--- src/rtl/cache_port_arbiter.sv ---
// Arbitrates the unified cache's single upstream port between instruction fetch (I) and data (D).
// Losing requests wait in a per-requester pending slot; ties are settled round-robin.
module cache_port_arbiter #(
    parameter int ADDR_WIDTH = 32
) (
    input  logic                  clk,
    input  logic                  rst_n,

    input  logic [ADDR_WIDTH-1:0] i_addr,
    input  logic [3:0]            i_rmask,
    input  logic [3:0]            i_wmask,
    input  logic [31:0]           i_wdata,
    output logic [31:0]           i_rdata,
    output logic                  i_resp,

    input  logic [ADDR_WIDTH-1:0] d_addr,
    input  logic [3:0]            d_rmask,
    input  logic [3:0]            d_wmask,
    input  logic [31:0]           d_wdata,
    output logic [31:0]           d_rdata,
    output logic                  d_resp,

    output logic [ADDR_WIDTH-1:0] ufp_addr,
    output logic [3:0]            ufp_rmask,
    output logic [3:0]            ufp_wmask,
    output logic [31:0]           ufp_wdata,
    input  logic [31:0]           ufp_rdata,
    input  logic                  ufp_resp,

    output logic                  err
);

    typedef enum logic {IDLE, BUSY} state_e;

    localparam logic REQ_I = 1'b0;
    localparam logic REQ_D = 1'b1;

    state_e                state_q, state_d;
    logic                  owner_q, owner_d;
    logic                  lastGrant_q, lastGrant_d;
    logic                  err_q, err_d;

    logic [1:0]            pendValid_q, pendValid_d;
    logic [ADDR_WIDTH-1:0] pendAddr_q  [2];
    logic [ADDR_WIDTH-1:0] pendAddr_d  [2];
    logic [3:0]            pendRmask_q [2];
    logic [3:0]            pendRmask_d [2];
    logic [3:0]            pendWmask_q [2];
    logic [3:0]            pendWmask_d [2];
    logic [31:0]           pendWdata_q [2];
    logic [31:0]           pendWdata_d [2];

    logic [ADDR_WIDTH-1:0] ufpAddr_q, ufpAddr_d;
    logic [3:0]            ufpRmask_q, ufpRmask_d;
    logic [3:0]            ufpWmask_q, ufpWmask_d;
    logic [31:0]           ufpWdata_q, ufpWdata_d;

    logic [ADDR_WIDTH-1:0] reqAddr  [2];
    logic [3:0]            reqRmask [2];
    logic [3:0]            reqWmask [2];
    logic [31:0]           reqWdata [2];

    logic [1:0]            hasReq;
    logic [1:0]            ownerBusy;
    logic [1:0]            reqViol;
    logic [1:0]            newOk;
    logic [1:0]            cand;
    logic                  respNow;
    logic                  issueEn;
    logic                  grant;
    logic                  winner;

    assign reqAddr[0]  = i_addr;
    assign reqAddr[1]  = d_addr;
    assign reqRmask[0] = i_rmask;
    assign reqRmask[1] = d_rmask;
    assign reqWmask[0] = i_wmask;
    assign reqWmask[1] = d_wmask;
    assign reqWdata[0] = i_wdata;
    assign reqWdata[1] = d_wdata;

    // A new request is usable only if it is well-formed, its slot is free and its
    // requester is not waiting on its own transaction (its response cycle is allowed).
    always_comb begin
        respNow = (state_q == BUSY) && ufp_resp;
        issueEn = (state_q == IDLE) || respNow;
        for (int r = 0; r < 2; r++) begin
            hasReq[r]    = (|reqRmask[r]) || (|reqWmask[r]);
            ownerBusy[r] = (state_q == BUSY) && !ufp_resp && (owner_q == r[0]);
            reqViol[r]   = hasReq[r] && (((|reqRmask[r]) && (|reqWmask[r]))
                                         || pendValid_q[r] || ownerBusy[r]);
            newOk[r]     = hasReq[r] && !reqViol[r];
            cand[r]      = pendValid_q[r] || newOk[r];
        end
        if (cand[0] && cand[1]) begin
            winner = ~lastGrant_q;
        end else begin
            winner = cand[1] ? REQ_D : REQ_I;
        end
        grant = issueEn && (|cand);
    end

    always_comb begin
        state_d     = state_q;
        owner_d     = owner_q;
        lastGrant_d = lastGrant_q;
        pendValid_d = pendValid_q;
        pendAddr_d  = pendAddr_q;
        pendRmask_d = pendRmask_q;
        pendWmask_d = pendWmask_q;
        pendWdata_d = pendWdata_q;
        ufpAddr_d   = ufpAddr_q;
        ufpWdata_d  = ufpWdata_q;
        ufpRmask_d  = '0;
        ufpWmask_d  = '0;
        err_d       = err_q || (|reqViol) || ((state_q == IDLE) && ufp_resp);

        if (grant) begin
            state_d     = BUSY;
            owner_d     = winner;
            lastGrant_d = winner;
            if (pendValid_q[winner]) begin
                ufpAddr_d  = pendAddr_q[winner];
                ufpRmask_d = pendRmask_q[winner];
                ufpWmask_d = pendWmask_q[winner];
                ufpWdata_d = pendWdata_q[winner];
            end else begin
                ufpAddr_d  = reqAddr[winner];
                ufpRmask_d = reqRmask[winner];
                ufpWmask_d = reqWmask[winner];
                ufpWdata_d = reqWdata[winner];
            end
            pendValid_d[winner] = 1'b0;
        end else if (respNow) begin
            state_d = IDLE;
        end

        for (int r = 0; r < 2; r++) begin
            if (newOk[r] && !(grant && (winner == r[0]))) begin
                pendValid_d[r] = 1'b1;
                pendAddr_d[r]  = reqAddr[r];
                pendRmask_d[r] = reqRmask[r];
                pendWmask_d[r] = reqWmask[r];
                pendWdata_d[r] = reqWdata[r];
            end
        end
    end

    // last_grant resets to D so that I wins the first tie.
    always_ff @(posedge clk or negedge rst_n) begin
        if (!rst_n) begin
            state_q     <= IDLE;
            owner_q     <= REQ_I;
            lastGrant_q <= REQ_D;
            pendValid_q <= '0;
            ufpAddr_q   <= '0;
            ufpRmask_q  <= '0;
            ufpWmask_q  <= '0;
            ufpWdata_q  <= '0;
            err_q       <= 1'b0;
        end else begin
            state_q     <= state_d;
            owner_q     <= owner_d;
            lastGrant_q <= lastGrant_d;
            pendValid_q <= pendValid_d;
            ufpAddr_q   <= ufpAddr_d;
            ufpRmask_q  <= ufpRmask_d;
            ufpWmask_q  <= ufpWmask_d;
            ufpWdata_q  <= ufpWdata_d;
            err_q       <= err_d;
        end
    end

    always_ff @(posedge clk) begin
        pendAddr_q  <= pendAddr_d;
        pendRmask_q <= pendRmask_d;
        pendWmask_q <= pendWmask_d;
        pendWdata_q <= pendWdata_d;
    end

    assign ufp_addr  = ufpAddr_q;
    assign ufp_rmask = ufpRmask_q;
    assign ufp_wmask = ufpWmask_q;
    assign ufp_wdata = ufpWdata_q;
    assign err       = err_q;

    assign i_resp  = respNow && (owner_q == REQ_I);
    assign d_resp  = respNow && (owner_q == REQ_D);
    assign i_rdata = ufp_rdata;
    assign d_rdata = ufp_rdata;

endmodule

--- config.mk ---
export PLATFORM = sky130hd
export DESIGN_NAME = cache_port_arbiter
export DESIGN_NICKNAME = d
export VERILOG_FILES = /design/src/rtl/cache_port_arbiter.sv
export SDC_FILE = /design/constraint.sdc
export NUM_CORES = 1
export LEC_CHECK = 0
export CORE_MARGIN = 10
export CORE_UTILIZATION = 52
export DETAILED_ROUTE_END_ITERATION = 6
export PLACE_DENSITY = 0.9
export SLEW_MARGIN = 20
export SYNTH_ARGS = -nofsm -noshare
export SYNTH_HDL_FRONTEND = slang
export SYNTH_SLANG_ARGS = --single-unit
--- constraint.sdc ---
create_clock -name clk -period 19.7 [get_ports clk]
set_input_delay 3.94 -clock clk [delete_from_list [all_inputs] [get_ports clk]]
set_output_delay 3.94 -clock clk [all_outputs]
set_load 0.01 [all_outputs]
==> flow_summary.toml, run 1 <==
[pwr]
ir_drop_v = 0.0000693
power.leakage_nw = 4.70
power.density_nw_per_um2 = 119

[clock_tree]
cts-root-buf = "clkbuf_16"
cts_sinks = 222
clk_latency_ns = 0.52
clk_pin_slew_ns = 0.06
numCtsBuffers = 23
clockBufferDepth = 3
hold_buffers = 0
post_cts_buffers = 0
cts_resized = 0
cts_tree = "yes"
h-tree-depth = 1

[routing]
routedWlPerCell_um = 25.1
drc_errors = 0
final_antenna_net_count = 0
vias = 8482
first_iter_violations = 718
drt_wl_total_um = 32900
via_per_inst = 6.48
firstDrtPassIters = 6

[critical_path]
arrival_ns = 5.23
rr_endpoint = "ufp_wdata[9]"
reg2reg_from = "pendValid_q[0]"
r2r_cells = 5
reg2reg_slack_ns = 16.21
endpoint_kind = "output port"
critPathLaunch = "ufp_resp"
crit_required_ns = 15.76
crit_path_start_kind = "primary input"
crit_type = "in -> out"
crit_fanout = 5

[outcome]
outcome = "complete, no violations"

[grt]
grt_max_degree = 74
antenna_found_initial = 1
grt_pass1_vias = 9092
gr-total-overflow = 0
grt_use_total_pct = 23.8
grt_pass1_wl_um = 51200

[logic_synthesis]
ys.flop_type = "edfxtp_1"
synth_cells = 903
postSynthAreaPerCell_um2 = 11.8
synth.top_cells.by_count = "144 x edfxtp_1, 132 x nor2_1, 77 x dfrtp_1"
yosysTopAreaCellShare_pct = 40.4
ys_types = 42
yosysMostFrequentCell = "edfxtp_1"
synth_area_leader_cell = "edfxtp_1"
async_flop_share_pct = 35.1
syn-cell-area_um2 = 10700
ys_ff_latch = 222
seq_area_frac_synth_pct = 58.7
synth_nets = 1082
synthTopCellsByArea = "edfxtp_1 40%, dfrtp_1 18%, o221ai_1 5.2%"
yosys_warnings = 0
synth_edf_count = 144

[final_layout]
final_area_um2 = 13300
instances_no_fill = 1309
area_growth_pct = 24.8
nNetsFinal = 1202
diodes = 0
drive_gt1_share_pct = 10.8
post-route-util_pct = 66.0
nFillCells = 1474

[min_path]
holdPathStages = 2
holdCritPathClass = "reg -> reg"
holdPathEnd = "ufp_addr[5]"
hold_start = "ufp_addr[5]"

[floorplan]
rows = 52
chipWidth_um = 163
coreArea_um2 = 20200
dieArea_um2 = 26700
start_util_pct = 52.8
io_pins = 318
die_h_um = 163

[job]
cap_violations = 0

[place]
place_area_um2 = 12500
placed_cells = 1267
portBuffers = 221
place_hpwl_um = 20000
gp_congestion = 0.828

[sta]
slew_viol_final = 0
setup_viol_count_final = 0
clock-skew-final_ns = 0.0278
tightest_slew_ns = 1.17
fmax_mhz = 109
post-route-period-util_pct = 46.6
fin_setup_tns_ns = 0
whs_ns = 0.477
hold_viol = 0
maxSlewHeadroom_pct = 21.7
min_period_ns = 9.17
rsz0062_at_grt = "no"
critical path, stage by stage:
cell             delay, ns
clkdlybuf4s50_1       0.57
and3_1                0.18
clkdlybuf4s50_1       0.54
final cells by class:
| class | count | area, um^2 | area share [%] |
|---|---|---|---|
| inverters | 9 | 33.8 | 0.253 |
| well taps | 270 | 338 | 2.53 |
| clock buffers | 32 | 649 | 4.87 |
| flip-flops and latches | 222 | 6280 | 47.1 |
| multi-input cells | 528 | 3560 | 26.7 |
| repair buffers | 239 | 2360 | 17.7 |
| clock inverters | 9 | 123 | 0.919 |
logic make-up (layout without fill, tap and decap cells):
kind of cell	Yosys count	in the layout	share of synthesized area, %
flip-flops	222	222	58.7
XOR/XNOR	4	4	0.398
buffers and inverters	153	289	8.74
AND/OR/NAND/NOR	283	283	11.6
AO/OA/AOI/OAI	241	241	20.5
where the power goes:
part | internal (mW) | switching [mW] | total (mW)
Clock | 0.269 | 0.178 | 0.447
Sequential | 0.582 | 0.0559 | 0.638
Combinational | 0.250 | 0.248 | 0.498
Total | 1.10 | 0.481 | 1.58
cells in the final DEF, fill, tap and decap left out, drive strengths merged, types with 8 or more instances in the layout:
cell	netlist	layout
nand2	71	71
o22ai	8	8
clkdlybuf4s50	0	220
o31ai	65	65
clkbuf	44	32
o21ai	10	10
a221oi	72	72
nor2	132	132
inv	9	10
o221ai	64	64
dfrtp	77	77
nor3	65	65
buf	100	19
edfxtp	144	144
a21oi	8	8
worst max path at each step:
stage                     end  cells after the start
2_1_floorplan  pendAddr_q[32]                      6
3_3_place_gp           i_resp                      4
3_5_place_dp           i_resp                      4
4_1_cts                d_resp                      3
5_1_grt                i_resp                      4
6_report               d_resp                      3
through the flow:
| step | total power [mW] | worst slack, ns |
|---|---|---|
| after floorplan | 0.896 | 8.65 |
| after global placement | 1.12 | 10.54 |
| after detailed placement | 1.14 | 10.52 |
| after CTS | 1.59 | 10.52 |
| after global routing | 1.65 | 10.43 |
| final | 1.58 | 10.53 |
registers in the layout (all words and copies together) (netlist names), 2 cells and up:
name,flops
ufp_wdata,32
pendValid_q,2
ufp_rmask,4
pendAddr_q,64
pendRmask_q,8
pendWdata_q,64
ufp_wmask,4
ufp_addr,32
pendWmask_q,8
metal layers:
layer | track usage, % | share of wire, % | vias up
met5 | 0 | 0.039 | -
met4 | 7.66 | 2.3 | 2
met3 | 5.79 | 10 | 83
met2 | 39.1 | 50 | 533
met1 | 30.2 | 38 | 4200
li1 | - | - | 3664
Note: power is estimated with default switching activity, not from simulation.
==> inputs of run 2 (changes only) <==
- CORE_UTILIZATION: 52 -> 43
- PLACE_DENSITY: 0.9 -> 0.8
- clock period: 19.7 -> 7.8 ns (I/O delays scaled with it)
==> run 2 against run 1 <==
Compared with the run above:
- die area up 18%
- routed wire length about the same
- sequential share of layout area down 0.088 points
- first-iteration DRC count up 26%
- cell count up 4.3%
- register-to-register slack worse by 12 ns
- combinational power rose to 2.5 times the previous value
- worst hold slack worse by 0.0055 ns
- sequential power rose to 2.5 times the previous value
- utilization down 11 points
- via count about the same
- clock power up 140%
- highest routed layer is now met4
==> flow_summary.toml, run 2 (synthesis gave the netlist of run 1 again) <==
[clock_tree]
clk_pin_slew_ns = 0.06
cts_resized = 0
h-tree-depth = 1
hold_buffers = 0
numCtsBuffers = 24
clockBufferDepth = 3
cts-root-buf = "clkbuf_16"
cts_sinks = 222
clk_latency_ns = 0.51
post_cts_buffers = 0
cts_tree = "yes"

[final_layout]
post-route-util_pct = 54.8
drive_gt1_share_pct = 10.4
area_growth_pct = 25.1
layout_commonest_cell = "clkdlybuf4s50_1"
layout_common_cells = "220 x clkdlybuf4s50_1, 144 x edfxtp_1, 132 x nor2_1, 76 x dfrtp_1, 68 x nand2_1"
nNetsFinal = 1201
nFillCells = 2022
biggestRegsByFlops = "pendAddr_q (64), pendWdata_q (64)"

[routing]
firstDrtPassIters = 6
first_iter_violations = 902
drc_errors = 0
drt_wl_total_um = 32900
routedWlPerCell_um = 24.1
vias = 8475
via_per_inst = 6.21
final_antenna_net_count = 0

[floorplan]
die_h_um = 178
rows = 57
coreArea_um2 = 24400
start_util_pct = 43.8
chipWidth_um = 178
dieArea_um2 = 31600
io_pins = 318

[sta]
fin_setup_tns_ns = 0
post-route-period-util_pct = 60.0
fmax_mhz = 214
maxSlewHeadroom_pct = 25.1
hold_viol = 0
min_period_ns = 4.68
tightest_slew_ns = 1.12
clock-skew-final_ns = 0.00644
setup_viol_count_final = 0
slew_viol_final = 0
rsz0062_at_grt = "no"

[pwr]
ir_drop_v = 0.000178
p_clk_share_pct = 27.3
p_switching_mw = 1.20
comb_power_share_pct = 31.7
intPower_mw = 2.73
power.density_nw_per_um2 = 294
power.leakage_nw = 4.68
swShare_pct = 30.6
p_seq_share_pct = 41.0

[place]
gp_congestion = 0.785
portBuffers = 221
place_hpwl_um = 19700

[critical_path]
r2r_cells = 6
endpoint_kind = "flip-flop"
rr_endpoint = "ufp_wdata[5]"
crit_required_ns = 7.93
reg2reg_from = "pendValid_q[0]"
critical-path-max-stage-delay_ns = 0.81
crit_chain = "clkdlybuf4s50_1 > nor4_4 > xnor2_1 > nor2_1 > o21ai_1 > a21oi_4 > buf_4"
crit_fanout = 60
crit_slowest_cell = "buf_4"
arrival_ns = 4.80
reg2reg_slack_ns = 4.45
crit_path_start_kind = "primary input"
crit_type = "in -> reg"

[grt]
gr-total-overflow = 0
antenna_found_initial = 1
grt_pass1_wl_um = 51200
grt_max_degree = 73
grt_use_total_pct = 20.1
grt_pass1_vias = 8961

[outcome]
outcome = "complete, no violations"

[min_path]
hold_start = "ufp_wdata[30]"
holdPathStages = 2
holdPathEnd = "ufp_wdata[30]"
holdCritPathClass = "reg -> reg"

[job]
cap_violations = 0
-- run 2: changes by cell type in the layout (fill, tap and decap cells not counted), sizes merged --
cell	delta
buf	-2
clkbuf	+7
inv	-1
diode	+1
bufinv	-3
-- run 2: power by group through the flow --
stage / logic, mW / clock network, mW / registers (mW)
2_1_floorplan: 0.585 / 0 / 1.68
3_3_place_gp: 1.21 / 0 / 1.63
3_5_place_dp: 1.25 / 0 / 1.63
4_1_cts: 1.26 / 1.09 / 1.61
5_1_grt: 1.35 / 1.14 / 1.63
6_report: 1.25 / 1.07 / 1.61
-- run 2: area by class of cell --
| class | count | area, um^2 | area share [%] |
|---|---|---|---|
| clock buffer | 39 | 718 | 5.37 |
| inverter | 9 | 33.8 | 0.253 |
| multi-input combinational | 528 | 3560 | 26.6 |
| clock inverter | 5 | 23.8 | 0.178 |
| sequential | 222 | 6280 | 47.0 |
| tap | 324 | 405 | 3.03 |
| timing repair buffer | 237 | 2350 | 17.6 |
| antenna | 1 | 2.50 | 0.0187 |
-- run 2: per-layer routing --
metal | vias up | routed length, um | GRT usage (%)
met5 | - | 0 | 0
met4 | 0 | 850 | 6.56
met3 | 87 | 3410 | 4.55
met1 | 4175 | 12800 | 25.5
met2 | 558 | 15800 | 33.5
li1 | 3655 | - | -
-- run 2: worst max path at each step --
stage                      to  slack (ns)        from
2_1_floorplan   pendAddr_q[0]        1.19  d_rmask[0]
3_3_place_gp    pendAddr_q[0]        2.75  i_wmask[0]
3_5_place_dp    pendAddr_q[0]        2.62  i_rmask[0]
4_1_cts         pendAddr_q[0]        3.12  i_rmask[0]
5_1_grt        pendAddr_q[28]        2.88  i_rmask[0]
6_report        pendAddr_q[0]        3.12  i_rmask[0]
-- run 2: worst max-delay path: cells and delay by family --
family | cells | cell delay, ns
AO/OA/AOI/OAI | 2 | 0.81
XOR/XNOR | 1 | 0.36
buffers and inverters | 2 | 1.29
AND/OR/NAND/NOR | 2 | 0.74
-- run 2: stage by stage --
step | power [mW] | setup WS (ns) | hold slack (ns) | instances | instance area [um^2]
6_report | 3.93 | 3.12 | 0.471 | 1365 | 13400
5_1_grt | 4.12 | 2.88 | 0.496 | 1364 | 13400
4_1_cts | 3.96 | 3.12 | 0.478 | 1364 | 13400
3_5_place_dp | 2.88 | 2.62 | 0.465 | 1320 | 12600
3_3_place_gp | 2.84 | 2.75 | 0.460 | 1319 | 12600
2_1_floorplan | 2.26 | 1.19 | 0.517 | 903 | 10700
==> inputs of run 3 (changes only) <==
- CORE_UTILIZATION: 43 -> 48
- PLACE_DENSITY: 0.8 -> 0.84
- clock period: 7.8 -> 4.8 ns (I/O delays scaled with it)
==> run 3 against run 2 <==
Compared with the run above:
- non-clock buffer count up 4
- cell area up 1.5%
- via count down 0.54%
- cell count down 3.0%
- die area down 9.3%
- first-iteration DRC count up 15%
- count of clock-buffer cells in the layout down 10
- worst setup slack worse by 2.0 ns
- clock power up 99%
- register-to-register slack worse by 2.6 ns
==> flow_summary.toml, run 3 (synthesis gave the netlist of run 1 again) <==
[outcome]
outcome = "complete, no violations"

[routing]
final_antenna_net_count = 0
firstDrtPassIters = 6
vias = 8429
routedWlPerCell_um = 24.9
first_iter_violations = 1039
drt_wl_total_um = 33000
via_per_inst = 6.37
drc_errors = 0

[critical_path]
critical-path-max-stage-delay_ns = 0.68
crit_chain = "clkdlybuf4s50_1 > nor4_4 > xnor2_1 > nor2_1 > o21ai_1 > a21oi_4 > buf_12"
cp_top_family = "compound AO/OA/AOI/OAI gates"
crit_type = "in -> reg"
path_buf_inv = 2
crit_required_ns = 5.00
endpoint_kind = "flip-flop"
crit_slowest_cell = "o21ai_1"
arrival_ns = 3.84
crit_fanout = 62
crit_path_start_kind = "primary input"

[grt]
grt-busiest-layer = "met2"
met2_usage_pct = 35.4
grt_pass1_wl_um = 50400
grt_pass1_vias = 8808
met3_usage_pct = 5.19
antenna_found_initial = 0
grt_max_degree = 70
met1_usage_pct = 28.1
grt_use_total_pct = 21.8
gr-total-overflow = 0

[sta]
tightest_slew_ns = 1.17
maxSlewHeadroom_pct = 22.3
fin_setup_tns_ns = 0
post-route-period-util_pct = 75.8
hold_viol = 0
rsz0062_at_grt = "no"
slew_viol_final = 0
min_period_ns = 3.64
whs_ns = 0.478
setup_viol_count_final = 0
clock-skew-final_ns = 0.0114
fmax_mhz = 275

[place]
place_hpwl_um = 20400
place_area_um2 = 12600
portBuffers = 221
gp_congestion = 0.807

[floorplan]
dieArea_um2 = 28600
start_util_pct = 48.8
die_h_um = 169
io_pins = 318
coreArea_um2 = 21900
chipWidth_um = 169
rows = 54

[final_layout]
layout_commonest_cell = "clkdlybuf4s50_1"
biggestRegsByFlops = "pendAddr_q (64), pendWdata_q (64)"
drive_gt1_share_pct = 11.6
nNetsFinal = 1205
nFillCells = 1672
final_area_um2 = 13600
diodes = 0
layout_common_cells = "220 x clkdlybuf4s50_1, 144 x edfxtp_1, 132 x nor2_1, 76 x dfrtp_1, 68 x nand2_1"
area_growth_pct = 27.0

[clock_tree]
hold_buffers = 0
post_cts_buffers = 0
clk_pin_slew_ns = 0.06
cts-root-buf = "clkbuf_16"
cts_sinks = 222
numCtsBuffers = 24
cts_tree = "yes"
cts_resized = 0
clk_latency_ns = 0.51
clockBufferDepth = 3
h-tree-depth = 1

[pwr]
ir_drop_v = 0.000286
power.leakage_nw = 4.80
power.density_nw_per_um2 = 501

[min_path]
holdCritPathClass = "reg -> reg"

[job]
cap_violations = 0
run 3: where the power goes:
group / switching [mW] / internal, mW
logic: 1.01 / 1.04
registers: 0.237 / 2.39
clock network: 0.763 / 1.37
total: 2.01 / 4.80
run 3: final timing paths:
check / endpoint / slack [ns] / from / cells after the start
worst max-delay path: pendAddr_q[14] / 1.16 / i_wmask[0] / 7
worst min-delay path: ufp_addr[3] / 0.48 / ufp_addr[3] / 2
worst max register to register: ufp_wdata[9] / 1.83 / pendValid_q[0] / 6
worst min register to register: ufp_addr[3] / 0.48 / ufp_addr[3] / 2
max in group asynchronous: ufp_addr[31] / 3.32 / rst_n / 2
min in group asynchronous: ufp_addr[3] / 0.51 / rst_n / 1
run 3: through the flow:
step / worst slack [ns] / power (mW) / std cells / util, %
after global routing: 1.05 / 7.10 / 1324 / 62.0
after global placement: 0.840 / 4.65 / 1280 / 57.8
after floorplan: 0.281 / 3.68 / 903 / -
final: 1.16 / 6.81 / 1324 / 62.0
after CTS: 1.23 / 6.84 / 1324 / 62.0
after detailed placement: 0.692 / 4.72 / 1280 / 57.8
run 3: metal layers:
layer,share of wire (%),up-vias,wire (um)
met5,0,-,0
met4,2.9,0,964
met3,9.6,81,3160
met2,49,562,16100
met1,39,4115,12700
li1,-,3671,-
run 3: cell type report:
class	instances	area, um^2	share of cell area, %
flip-flops and latches	222	6280	46.3
clock buffers	29	671	4.94
clock inverters	15	254	1.87
well taps	280	350	2.58
multi-input cells	528	3560	26.2
inverters	9	33.8	0.249
repair buffers	241	2420	17.8
run 3: worst register-to-register path, cell delays in order, from the launching register on:
cell and delay, ns:
dfrtp_4 0.80, buf_4 0.70, nor2_1 0.22, o211ai_4 0.34
buf_12 0.29, a221oi_1 0.12, o31ai_1 0.37
